$ cat config.mk
export PLATFORM = sky130hd
export DESIGN_NAME = dmem_loader
export DESIGN_NICKNAME = d
export VERILOG_FILES = /design/src/rtl/dmem_loader.sv
export SDC_FILE = /design/constraint.sdc
export NUM_CORES = 1
export LEC_CHECK = 0
export BUFFER_PORTS_ARGS = -buffer_cell sky130_fd_sc_hd__buf_4
export CORE_MARGIN = 10
export CORE_UTILIZATION = 46
export CTS_BUF_LIST = sky130_fd_sc_hd__clkbuf_16
export DETAILED_ROUTE_END_ITERATION = 7
export HOLD_SLACK_MARGIN = 0.12
export PLACE_DENSITY = 0.83
export SYNTH_ARGS = -nofsm -noshare
export SYNTH_HDL_FRONTEND = slang
export SYNTH_SLANG_ARGS = --single-unit
$ cat constraint.sdc
create_clock -name clk -period 3 [get_ports clk]
set_input_delay 0.3 -clock clk [delete_from_list [all_inputs] [get_ports clk]]
set_output_delay 0.3 -clock clk [all_outputs]
set_load 0.005 [all_outputs]
$ cat src/rtl/dmem_loader.sv
// dmem_loader: boot-time loader in front of the single-cycle CPU's data memory.
// After reset it stalls the CPU, assembles little-endian bytes into 32-bit
// words, writes them to memory words 0..LOAD_WORDS-1, then hands the memory
// port back to the CPU as a zero-latency combinational pass-through.
module dmem_loader #(
   parameter int LOAD_WORDS = 32,
   parameter int ADDR_W     = 5
) (
   input  logic              clk,
   input  logic              reset,
   input  logic              start,
   input  logic              bypass,
   input  logic              in_valid,
   input  logic [7:0]        in_byte,
   output logic              in_ready,
   input  logic [31:0]       cpu_addr,
   input  logic [31:0]       cpu_wdata,
   input  logic              cpu_memwrite,
   input  logic              cpu_memread,
   output logic [31:0]       mem_addr,
   output logic [31:0]       mem_wdata,
   output logic              mem_memwrite,
   output logic              mem_memread,
   output logic              cpu_hold,
   output logic              load_done,
   output logic [ADDR_W-1:0] word_count
);

   typedef enum logic [1:0] {
      S_IDLE     = 2'd0,
      S_ASSEMBLE = 2'd1,
      S_WRITE    = 2'd2,
      S_RUN      = 2'd3
   } state_t;

   // Pointer value of the final word of a load.
   localparam logic [ADDR_W-1:0] LAST_PTR = ADDR_W'(LOAD_WORDS - 1);

   state_t            state_q, state_d;
   logic [ADDR_W-1:0] word_ptr_q, word_ptr_d;
   logic [1:0]        byte_idx_q, byte_idx_d;
   logic [31:0]       word_buf_q, word_buf_d;
   logic              load_done_q, load_done_d;

   // State and datapath registers; reset discards any partial word.
   always_ff @(posedge clk) begin
      if (reset) begin
         state_q     <= S_IDLE;
         word_ptr_q  <= '0;
         byte_idx_q  <= '0;
         word_buf_q  <= '0;
         load_done_q <= 1'b0;
      end else begin
         state_q     <= state_d;
         word_ptr_q  <= word_ptr_d;
         byte_idx_q  <= byte_idx_d;
         word_buf_q  <= word_buf_d;
         load_done_q <= load_done_d;
      end
   end

   // Next-state logic: byte assembly, word pointer advance, completion pulse.
   always_comb begin
      state_d     = state_q;
      word_ptr_d  = word_ptr_q;
      byte_idx_d  = byte_idx_q;
      word_buf_d  = word_buf_q;
      load_done_d = 1'b0;
      case (state_q)
         S_IDLE: begin
            // start wins over bypass
            if (start) begin
               state_d    = S_ASSEMBLE;
               word_ptr_d = '0;
               byte_idx_d = '0;
            end else if (bypass) begin
               state_d = S_RUN;
            end
         end
         S_ASSEMBLE: begin
            // in_ready is 1 here, so in_valid alone marks an accepted byte
            if (in_valid) begin
               word_buf_d[8*byte_idx_q +: 8] = in_byte;
               byte_idx_d                    = byte_idx_q + 2'd1;
               if (byte_idx_q == 2'd3) begin
                  state_d = S_WRITE;
               end
            end
         end
         S_WRITE: begin
            if (word_ptr_q == LAST_PTR) begin
               word_ptr_d  = '0;
               state_d     = S_RUN;
               load_done_d = 1'b1;
            end else begin
               word_ptr_d = word_ptr_q + 1'b1;
               state_d    = S_ASSEMBLE;
            end
         end
         S_RUN: begin
            if (start) begin
               state_d    = S_ASSEMBLE;
               word_ptr_d = '0;
               byte_idx_d = '0;
            end
         end
         default: state_d = S_IDLE;
      endcase
   end

   // Output mux: loader drives memory from registers, RUN passes CPU straight through.
   always_comb begin
      cpu_hold     = 1'b1;
      in_ready     = 1'b0;
      mem_addr     = 32'(word_ptr_q);
      mem_wdata    = word_buf_q;
      mem_memwrite = 1'b0;
      mem_memread  = 1'b0;
      case (state_q)
         S_ASSEMBLE: in_ready = 1'b1;
         S_WRITE:    mem_memwrite = 1'b1;
         S_RUN: begin
            cpu_hold     = 1'b0;
            mem_addr     = cpu_addr;
            mem_wdata    = cpu_wdata;
            mem_memwrite = cpu_memwrite;
            mem_memread  = cpu_memread;
         end
         default: ;
      endcase
   end

   assign load_done  = load_done_q;
   assign word_count = word_ptr_q;

endmodule

==> impl_metrics.ini, run 1 <==
[global_route]
globalRoute.totalOverflow = 0
grt_util_all_layers_pct = 18.16
antenna_found_initial = 0
grt_most_used_layer = met2
grt_pass1_wl_um = 12810
use_met1_pct = 20.94
groute.layer.met2.usage_pct = 31.12
largest_net_degree_at_the_start_of_global_routing = 41
global_route.usage.met3_pct = 6.376
number_of_global_route_vias_before_repair = 2485

[sta]
report.final.slew_viol_count = 0
fmax_mhz = 461.9
slew_headroom_pct = 66.47
timing.final.hold_violations = 0
setup_viol = 0
rsz0062_at_grt = no
finalClockSkew_ns = 0.01056
tightest_slew_ns = 0.5006
minimum_period_implied_by_the_final_worst_setup_slack_ns = 2.165
period_share_pct = 72.17
fin_setup_tns_ns = 0

[worst_hold_path]
endpoint_of_the_worst_hold_path = word_buf_q[6]
timing.hold.worst.class = in -> reg
worst_hold_startpoint = in_byte[6]
whs_path_depth = 3

[yosys]
synth_common_cells = dfxtp_1 (42), mux2_2 (38), nor2_1 (38), a22oi_1 (29), and2_1 (28)
postSynth.topFlopCell = dfxtp_1
synth.avg_cell_area_um2 = 9.350
synth_seq_area_share_pct = 34.59
synthArstFlopShare_pct = 0
yosysTopAreaCellShare_pct = 34.59
syn_inst = 260
synth.most_common_cell = dfxtp_1
synth-seq-cells = 42
synthesis.nets = 352
synth-edff-count = 0
yosysUniqueCellTypes = 32
synthesis.area_um2 = 2431
synth_area_leaders = dfxtp_1 (35%), mux2_2 (18%), a22oi_1 (9.0%), and2_1 (7.2%), ha_1 (6.7%)
synth_warnings = 0
post-synth-top-area-cell = dfxtp_1

[cts]
clk_latency_ns = 0.29
tritoncts_num_sinks = 42
cts_resized = 0
cts_tree = done
cts_inserted_buffers = 5
h_tree_depth = 2
clockRootBuffer = clkbuf_16
cts-hold-fix-buffers = 0
clkSlewWorstSetupHoldPaths_ns = 0.07
cts.repair_timing.setup_buffer_count = 0
max-clock-path-buffers = 2

[finish]
synthToLayoutAreaGrowth_pct = 54.55
antenna_cells_inserted = 0
fillCellCount = 377
design.final.nets = 497
final_layout_size_suffix_gt1_share_pct = 52.22

[placement]
dpl.hpwl_um = 6612
place.port_buffers = 152
placer_congestion_estimate = 0.8189

[critical_path]
arrival_ns = 2.40
critical_path.endpoint_type = register
startpoint_of_the_worst_slack_reg_to_reg_timing_path = byte_idx_q[0]
cell_chain_critical_path = inv_1 > ha_1 > and4b_1 > and3_4 > nor3b_4 > a22o_2
startpoint_class_of_the_critical_path = register
crit_path_top_delay_cell = dfxtp_1
worst-setup-path-type = reg -> reg
reg2reg_setup_slack_ns = 0.83
critical_path.max_fanout = 8
crit_path_max_incr_delay_ns = 0.53
critical_path_required_ns = 3.23
crit-reg2reg-capture = word_buf_q[18]
rr_worst_depth = 6

[route]
number_of_search_and_repair_iterations_in_the_first_detailed_routing_pass = 5
dr.first_iter.drc_count = 188
final_antenna_net_count = 0
via_count = 2473
viasPerCell = 5.195
detail_route.wirelength_um = 8423
drcViolationCount = 0
drt-wirelength-per-cell_um = 17.70

[floorplanning]
floorplan.die.height_um = 92.70
io-pin-count = 153
core_area_um2 = 5107
die-area_um2 = 8592
die_width_um = 92.70
placementRows = 26
initial_utilization_pct = 47.60

[power_and_ir_drop]
peakVddDrop_mv = 0.2768
power_density_nw_per_um2 = 504.8
leakage_nw = 1.831
total_power_mw = 1.897

[outcome]
outcome = completed

[job]
maxCapViolations = 0
==> kinds of logic (layout without fill, tap and decap cells) <==
kind of cell | after synthesis | after routing | synth area share (%)
adders and majority gates | 13 | 13 | 6.691
muxes | 41 | 41 | 18.84
and+or+nand+nor | 93 | 93 | 21.26
DFF | 42 | 42 | 34.59
AOI/OAI and AO/OA | 48 | 48 | 14.67
buffers and inverters | 23 | 169 | 3.963
==> worst max-delay path by stage <==
stage                                end           from  cells past startpoint
after floorplan           word_buf_q[16]  byte_idx_q[0]                      6
after detailed placement  word_buf_q[18]  byte_idx_q[0]                      6
after CTS                 word_buf_q[18]  byte_idx_q[0]                      6
after global placement    word_buf_q[23]  byte_idx_q[0]                      6
after global routing      word_buf_q[23]  byte_idx_q[0]                      6
final                     word_buf_q[18]  byte_idx_q[0]                      6
==> per-layer routing <==
layer,vias up,routed length [um],part of all wire [%]
li1,1213,-,-
met1,1132,3467,41
met2,122,4144,49
met3,6,730,8.7
met4,0,80,0.95
met5,-,0,0
==> critical path: cells and delay by family, from the launching register on <==
kind                       cells  cell delay, ns
buffers and inverters          1            0.19
DFF                            1            0.53
AOI/OAI and AO/OA              1            0.19
and+or+nand+nor                3            0.74
adders and majority gates      1            0.46
==> placed cells by master (no fill, tap or decap), types with 2 or more instances in the layout <==
cell type  count
a22o_2         6
a21oi_1        4
nand2_1        7
mux2i_1        3
nor2_1        38
a22oi_1       29
clkbuf_16      5
and2_1        28
nor4_4         2
inv_1          7
nand3b_1       2
nor2b_1        3
o21ai_0        4
ha_1          12
dfxtp_1       42
nand3_1        6
buf_4        154
mux2_2        38
==> through the flow <==
stage / cells / utilization, % / instance area (um2) / setup WS [ns] / hold slack (ns)
final: 476 / 73.57 / 3757 / 0.8349 / 0.2663
after global routing: 476 / 73.57 / 3757 / 0.7189 / 0.2766
after CTS: 476 / 73.57 / 3757 / 0.8557 / 0.2738
after detailed placement: 468 / 70.63 / 3607 / 0.9149 / 0.4655
after global placement: 468 / 70.63 / 3607 / 0.9889 / 0.4668
after floorplan: 260 / - / 2431 / 1.096 / 0.4381
==> sequential cells by signal, summed over array words and instances, names as in the netlist <==
| name | cells |
|---|---|
| word_buf_q | 32 |
| state_q | 2 |
| byte_idx_q | 2 |
| word_count | 5 |
| load_done | 1 |
==> area by class of cell <==
type	count	area, um2	area share [%]
Sequential cell	42	840.8	22.38
Timing Repair Buffer	154	1156	30.77
Tap cell	70	87.58	2.331
Multi-Input combinational cell	195	1496	39.83
Clock buffer	5	125.1	3.330
Inverter	7	26.28	0.6993
Clock inverter	3	25.02	0.6660
==> where the power goes <==
part           internal, mW  switching, mW
registers             0.591         0.0334
clock network         0.312          0.227
logic                 0.393          0.340
total                  1.30          0.600
(Power assumes the default switching activity.)
==> run 2, diff against run 1 <==
- ABC_AREA: default -> 1
- CORE_UTILIZATION: 46 -> 44
- PLACE_DENSITY: 0.83 -> 0.77
- clock period: 3 -> 2.25 ns (I/O delays scaled with it)
==> run 2 against run 1 <==
Against the previous run: combinational power grew 95%; clock skew down 0.0070 ns; worst setup slack got worse by 0.62 ns; utilization shrank 5.8 points; cell count rose by 39%; largest power group unchanged.
==> impl_metrics.ini, run 2 <==
[yosys]
synthArstFlopShare_pct = 0
dominant_combinational_cell_family_by_area_after_synthesis = simple AND/OR/NAND/NOR gates
syn_inst = 440
synth.avg_cell_area_um2 = 6.037
yosysTopAreaCellShare_pct = 31.65
compound_gate_portion_of_the_synthesized_area_pct = 11.49
synth.most_common_cell = nand2_1
post-synth-top-area-cell = dfxtp_1
synth_simple_gate_area_share_pct = 39.61
yosysUniqueCellTypes = 21
synth_common_cells = nand2_1 (204), inv_1 (50), dfxtp_1 (42), a21oi_1 (40)
synth_seq_area_share_pct = 31.65
synthesis.area_um2 = 2656
postSynth.topFlopCell = dfxtp_1
synth_fa_ha_area_share_pct = 6.123
synth_warnings = 0
muxShareOfSynthArea_pct = 0
synth-xor-area-share_pct = 0
synth-seq-cells = 42
synthesis.nets = 532
synth_area_leaders = dfxtp_1 (32%), nand2_1 (29%), a21oi_1 (7.5%), inv_1 (7.1%), ha_1 (6.1%)
synth-edff-count = 0

[critical_path]
crit_path_top_delay_cell = dfxtp_1
critical_path.max_fanout = 28
crit_path_max_incr_delay_ns = 0.40
startpoint_of_the_worst_slack_reg_to_reg_timing_path = byte_idx_q[0]
crit_path_frequent_cell = buf_4
startpoint_class_of_the_critical_path = register
arrival_ns = 1.81
critical_path.endpoint_type = output port
cell_chain_critical_path = ha_2 > buf_4 > clkinv_1 > buf_4 > nand2_1 > nand2_1 > buf_4
worst-setup-path-type = reg -> out
reg2reg_setup_slack_ns = 0.34
critical_path_required_ns = 2.03
crit-reg2reg-capture = word_buf_q[20]
rr_worst_depth = 6

[cts]
clkSlewWorstSetupHoldPaths_ns = 0.06
cts_resized = 0
max-clock-path-buffers = 2
cts_inserted_buffers = 5
clk_latency_ns = 0.28
clockRootBuffer = clkbuf_16
cts.repair_timing.setup_buffer_count = 0
tritoncts_num_sinks = 42
cts-hold-fix-buffers = 0
cts_tree = done
h_tree_depth = 2

[route]
final_antenna_net_count = 0
drcViolationCount = 0
drt-wirelength-per-cell_um = 14.03
via_count = 3140
dr.first_iter.drc_count = 145
number_of_search_and_repair_iterations_in_the_first_detailed_routing_pass = 5
viasPerCell = 4.750
detail_route.wirelength_um = 9271

[floorplanning]
die-area_um2 = 9545
floorplan.die.height_um = 97.70
initial_utilization_pct = 45.13
die_width_um = 97.70
placementRows = 28
core_area_um2 = 5886
io-pin-count = 153

[finish]
layout_commonest_cell = nand2_1
antenna_cells_inserted = 0
max_flop_register = word_buf_q
synthToLayoutAreaGrowth_pct = 50.21
largest_register_ffs = 32
layout_common_cells = nand2_1 (204), buf_4 (156), inv_1 (50), dfxtp_1 (42), a21oi_1 (40)
final_layout_size_suffix_gt1_share_pct = 29.86
design.final.nets = 677
finish.cell_count_without_fillers = 661

[sta]
report.final.slew_viol_count = 0
finalClockSkew_ns = 0.003568
tightest_slew_ns = 0.6115
rsz0062_at_grt = no
timing.final.hold_violations = 0
minimum_period_implied_by_the_final_worst_setup_slack_ns = 2.031
slew_headroom_pct = 59.19
setup_viol = 0
fmax_mhz = 492.4
period_share_pct = 90.26
fin_setup_tns_ns = 0

[global_route]
grt_pass1_wl_um = 14830
number_of_global_route_vias_before_repair = 3076
antenna_found_initial = 0
globalRoute.totalOverflow = 0
grt_util_all_layers_pct = 18.28
largest_net_degree_at_the_start_of_global_routing = 43

[power_and_ir_drop]
power_density_nw_per_um2 = 787.5
leakage_nw = 2.345
peakVddDrop_mv = 0.5479

[worst_hold_path]
worst_hold_startpoint = in_byte[6]
endpoint_of_the_worst_hold_path = word_buf_q[6]
whs_path_depth = 3
timing.hold.worst.class = in -> reg

[outcome]
outcome = completed

[placement]
dp.cells = 653
placer_congestion_estimate = 0.8779
dpl.hpwl_um = 7437
place.port_buffers = 152

[job]
maxCapViolations = 0
==> run 2: cell count changes in the layout (fill, tap and decap cells not counted), sizes merged, moves of 17 or more <==
| cell | change |
|---|---|
| nand2 | +200 |
| inv | +42 |
| mux2 | -38 |
| a21oi | +36 |
| a22oi | -29 |
| and2 | -28 |
| o21ai | +17 |
==> run 2: cell type report <==
type | count | area [um2]
Clock buffer | 5 | 125.1
Clock inverter | 3 | 40.04
Fill cell | 513 | 1896
Inverter | 52 | 196.4
Multi-Input combinational cell | 328 | 1523
Sequential cell | 42 | 840.8
Tap cell | 75 | 93.84
Timing Repair Buffer | 156 | 1171
==> run 2: worst max-delay path by stage <==
stage                       start              to  depth (start not counted)  slack (ns)
finish                 state_q[0]    mem_wdata[5]                          7        0.22
global route           state_q[1]    mem_wdata[4]                          7        0.08
CTS                    state_q[0]    mem_wdata[5]                          7        0.21
detailed placement  byte_idx_q[0]  word_buf_q[16]                          6        0.34
global placement    byte_idx_q[0]  word_buf_q[23]                          6        0.47
floorplan           byte_idx_q[0]  word_buf_q[31]                          8        0.72
==> run 2: report_power, final <==
| part | internal [mW] | switching [mW] |
|---|---|---|
| combinational | 0.607 | 0.827 |
| clock | 0.519 | 0.282 |
| sequential | 0.829 | 0.0790 |
| total | 1.95 | 1.19 |
==> run 2: metrics by stage <==
step / hold WS, ns / worst slack (ns) / total power [mW] / util [%] / area (um2)
after floorplan: 0.3833 / 0.7160 / 1.751 / - / 2656
after global placement: 0.4545 / 0.4689 / 2.328 / 64.99 / 3825
after detailed placement: 0.4576 / 0.3382 / 2.363 / 64.99 / 3825
after CTS: 0.2383 / 0.2097 / 3.162 / 67.79 / 3990
after global routing: 0.2585 / 0.08111 / 3.372 / 67.79 / 3990
final: 0.2423 / 0.2192 / 3.142 / 67.79 / 3990
==> run 2: cells by family after synthesis <==
| logic type | count (synthesis) |
|---|---|
| AO/OA/AOI/OAI | 61 |
| adder cells (fa/ha/maj) | 13 |
| buffers and inverters | 70 |
| flip-flops | 42 |
| AND/OR/NAND/NOR | 254 |
==> run 2: routing by layer <==
layer  vias to the layer above  track usage, %  part of all wire (%)
met5                         -               0                     0
met4                         0           3.468                  0.58
met3                         7           5.192                   6.7
met2                       122           31.37                    48
met1                      1375           22.25                    45
li1                       1636               -                     -
==> run 2: critical path, delay by kind of cell (launching register included) <==
| family | cells | cell delay [ns] |
|---|---|---|
| DFF | 1 | 0.40 |
| adders and majority gates | 1 | 0.20 |
| buffers and inverters | 4 | 0.76 |
| and+or+nand+nor | 2 | 0.16 |
==> run 3, diff against run 2 <==
- BUFFER_PORTS_ARGS: -buffer_cell sky130_fd_sc_hd__buf_4 -> default
- CORE_UTILIZATION: 44 -> 50
- DONT_BUFFER_PORTS: default -> 1
- PLACE_DENSITY: 0.77 -> 0.62
==> run 3 against run 2 <==
Against the previous run: worst setup slack better by 0.11 ns; sequential share of layout area up 7.9 points; hold slack worse by 0.12 ns; non-clock buffer count down 143; count of clock-buffer cells in the layout unchanged; sequential power about the same; utilization down 11 points; flip-flop and latch count unchanged; critical path type is now reg -> reg.
==> impl_metrics.ini, run 3 (synthesized netlist as in run 2, its figures left out) <==
[global_route]
antenna_found_initial = 0
globalRoute.totalOverflow = 0
grt_util_all_layers_pct = 16.52
number_of_global_route_vias_before_repair = 2375
largest_net_degree_at_the_start_of_global_routing = 36
grt_pass1_wl_um = 12030

[critical_path]
critical_path.max_fanout = 13
worst-setup-path-type = reg -> reg
crit_end = word_buf_q[17]
crit_path_frequent_cell = inv_1
cell_chain_critical_path = inv_1 > ha_1 > inv_1 > nor2_1 > nand3_1 > a21oi_1
rr_worst_depth = 6
crit_path_max_incr_delay_ns = 0.57
arrival_ns = 2.14
startpoint_class_of_the_critical_path = register
critical_path_required_ns = 2.46
crit_cells = 6
crit_start = byte_idx_q[0]
reg2reg_setup_slack_ns = 0.33
critical_path.endpoint_type = register
cp_top_family = flip-flops
startpoint_of_the_worst_slack_reg_to_reg_timing_path = byte_idx_q[0]
crit_buf_inv = 2
crit_path_top_delay_cell = dfxtp_1
crit-reg2reg-capture = word_buf_q[17]

[finish]
max_flop_register = word_buf_q
multi_input_area_um2 = 1523
antenna_cells_inserted = 0
synthToLayoutAreaGrowth_pct = 9.374
register_area_um2 = 840.8
layout_common_cells = nand2_1 (204), inv_1 (51), dfxtp_1 (42), a21oi_1 (40)
layout_commonest_cell = nand2_1
post-route-util_pct = 56.52
fillCellCount = 549
design.final.nets = 534
finish.instance_area_um2 = 2905
largest_register_ffs = 32
final_layout_size_suffix_gt1_share_pct = 4.740
finish.cell_count_without_fillers = 513

[route]
final_antenna_net_count = 0
viasPerCell = 4.889
via_count = 2508
dr.first_iter.drc_count = 115
number_of_search_and_repair_iterations_in_the_first_detailed_routing_pass = 4
drcViolationCount = 0
drt-wirelength-per-cell_um = 14.76
detail_route.wirelength_um = 7570

[sta]
timing.final.hold_violations = 0
slew_headroom_pct = 47.20
fin_setup_tns_ns = 0
fmax_mhz = 520.7
rsz0062_at_grt = no
period_share_pct = 85.35
hold_slack_ns = 0.1248
finalClockSkew_ns = 0.005847
setup_viol = 0
tightest_slew_ns = 0.7894
report.final.slew_viol_count = 0
minimum_period_implied_by_the_final_worst_setup_slack_ns = 1.920

[power_and_ir_drop]
leakage_nw = 1.599
peakVddDrop_mv = 0.5265
power_density_nw_per_um2 = 899.7

[placement]
detailed_place.area_um2 = 2678
place.port_buffers = 0
placer_congestion_estimate = 0.8089
dpl.hpwl_um = 5951
dp.cells = 496

[worst_hold_path]
timing.hold.worst.class = in -> reg

[cts]
cts_inserted_buffers = 5
cts_tree = done
max-clock-path-buffers = 2
h_tree_depth = 2
cts.repair_timing.setup_buffer_count = 0
clkSlewWorstSetupHoldPaths_ns = 0.06
clk_latency_ns = 0.28
clockRootBuffer = clkbuf_16
tritoncts_num_sinks = 42

[floorplanning]
die-area_um2 = 8628
die_width_um = 92.89
initial_utilization_pct = 51.68
floorplan.die.height_um = 92.89
placementRows = 26
io-pin-count = 153
core_area_um2 = 5140

[job]
maxCapViolations = 0

[outcome]
outcome = completed
==> run 3: cell count changes in the layout (fill, tap and decap cells not counted) <==
cell,delta
inv_1,+1
bufinv_16,-1
clkinv_2,-1
dlygate4sd3_1,+9
clkinv_1,+1
buf_4,-152
==> run 3: how the worst min path moves through the flow <==
stage	start	to	slack, ns	cells after the start
finish	in_byte[0]	word_buf_q[0]	0.12	2
global route	in_byte[0]	word_buf_q[0]	0.14	2
CTS	in_byte[0]	word_buf_q[0]	0.12	2
detailed placement	reset	word_count[4]	0.30	1
global placement	reset	word_buf_q[30]	0.30	1
floorplan	in_byte[6]	word_buf_q[22]	0.38	2
==> run 3: timing repair <==
item | in CTS | in global routing
resized for setup | 0 | 0
hold endpoints to repair | 33 | 0
hold buffers | 9 | 0
==> run 3: layer usage <==
metal / up-vias / track usage (%) / share of wire [%]
met4: 0 / 4.242 / 0.65
li1: 1357 / - / -
met3: 6 / 6.215 / 9.1
met2: 78 / 28.15 / 49
met5: - / 0 / 0
met1: 1067 / 18.96 / 42
==> run 3: per-stage QoR <==
stage | total power, mW | setup WS [ns]
after CTS | 2.639 | 0.3351
after detailed placement | 1.940 | 0.3421
after global placement | 1.925 | 0.4122
after global routing | 2.826 | 0.09518
final | 2.614 | 0.3295
after floorplan | 1.751 | 0.7160
==> run 3: area by class of cell <==
cell class	count	share of cell area (%)
multi-input cells	328	52.41
flip-flops and latches	42	28.94
inverters	52	6.761
clock buffers	5	4.307
repair buffers	13	4.134
well taps	70	3.015
clock inverters	3	0.4307
==> run 3: power breakdown <==
group	leakage [nW]	total [mW]	switching, mW	internal (mW)
registers	0.340	0.909	0.0800	0.829
logic	1.19	1.03	0.731	0.299
clock network	0.0724	0.675	0.274	0.401
total	1.60	2.61	1.08	1.53
==> run 3: worst register-to-register path, stage by stage (launching register included) <==
cell and delay [ns]:
dfxtp_1 0.57, inv_1 0.22, ha_1 0.41, inv_1 0.07, nor2_1 0.31, nand3_1 0.13
a21oi_1 0.15
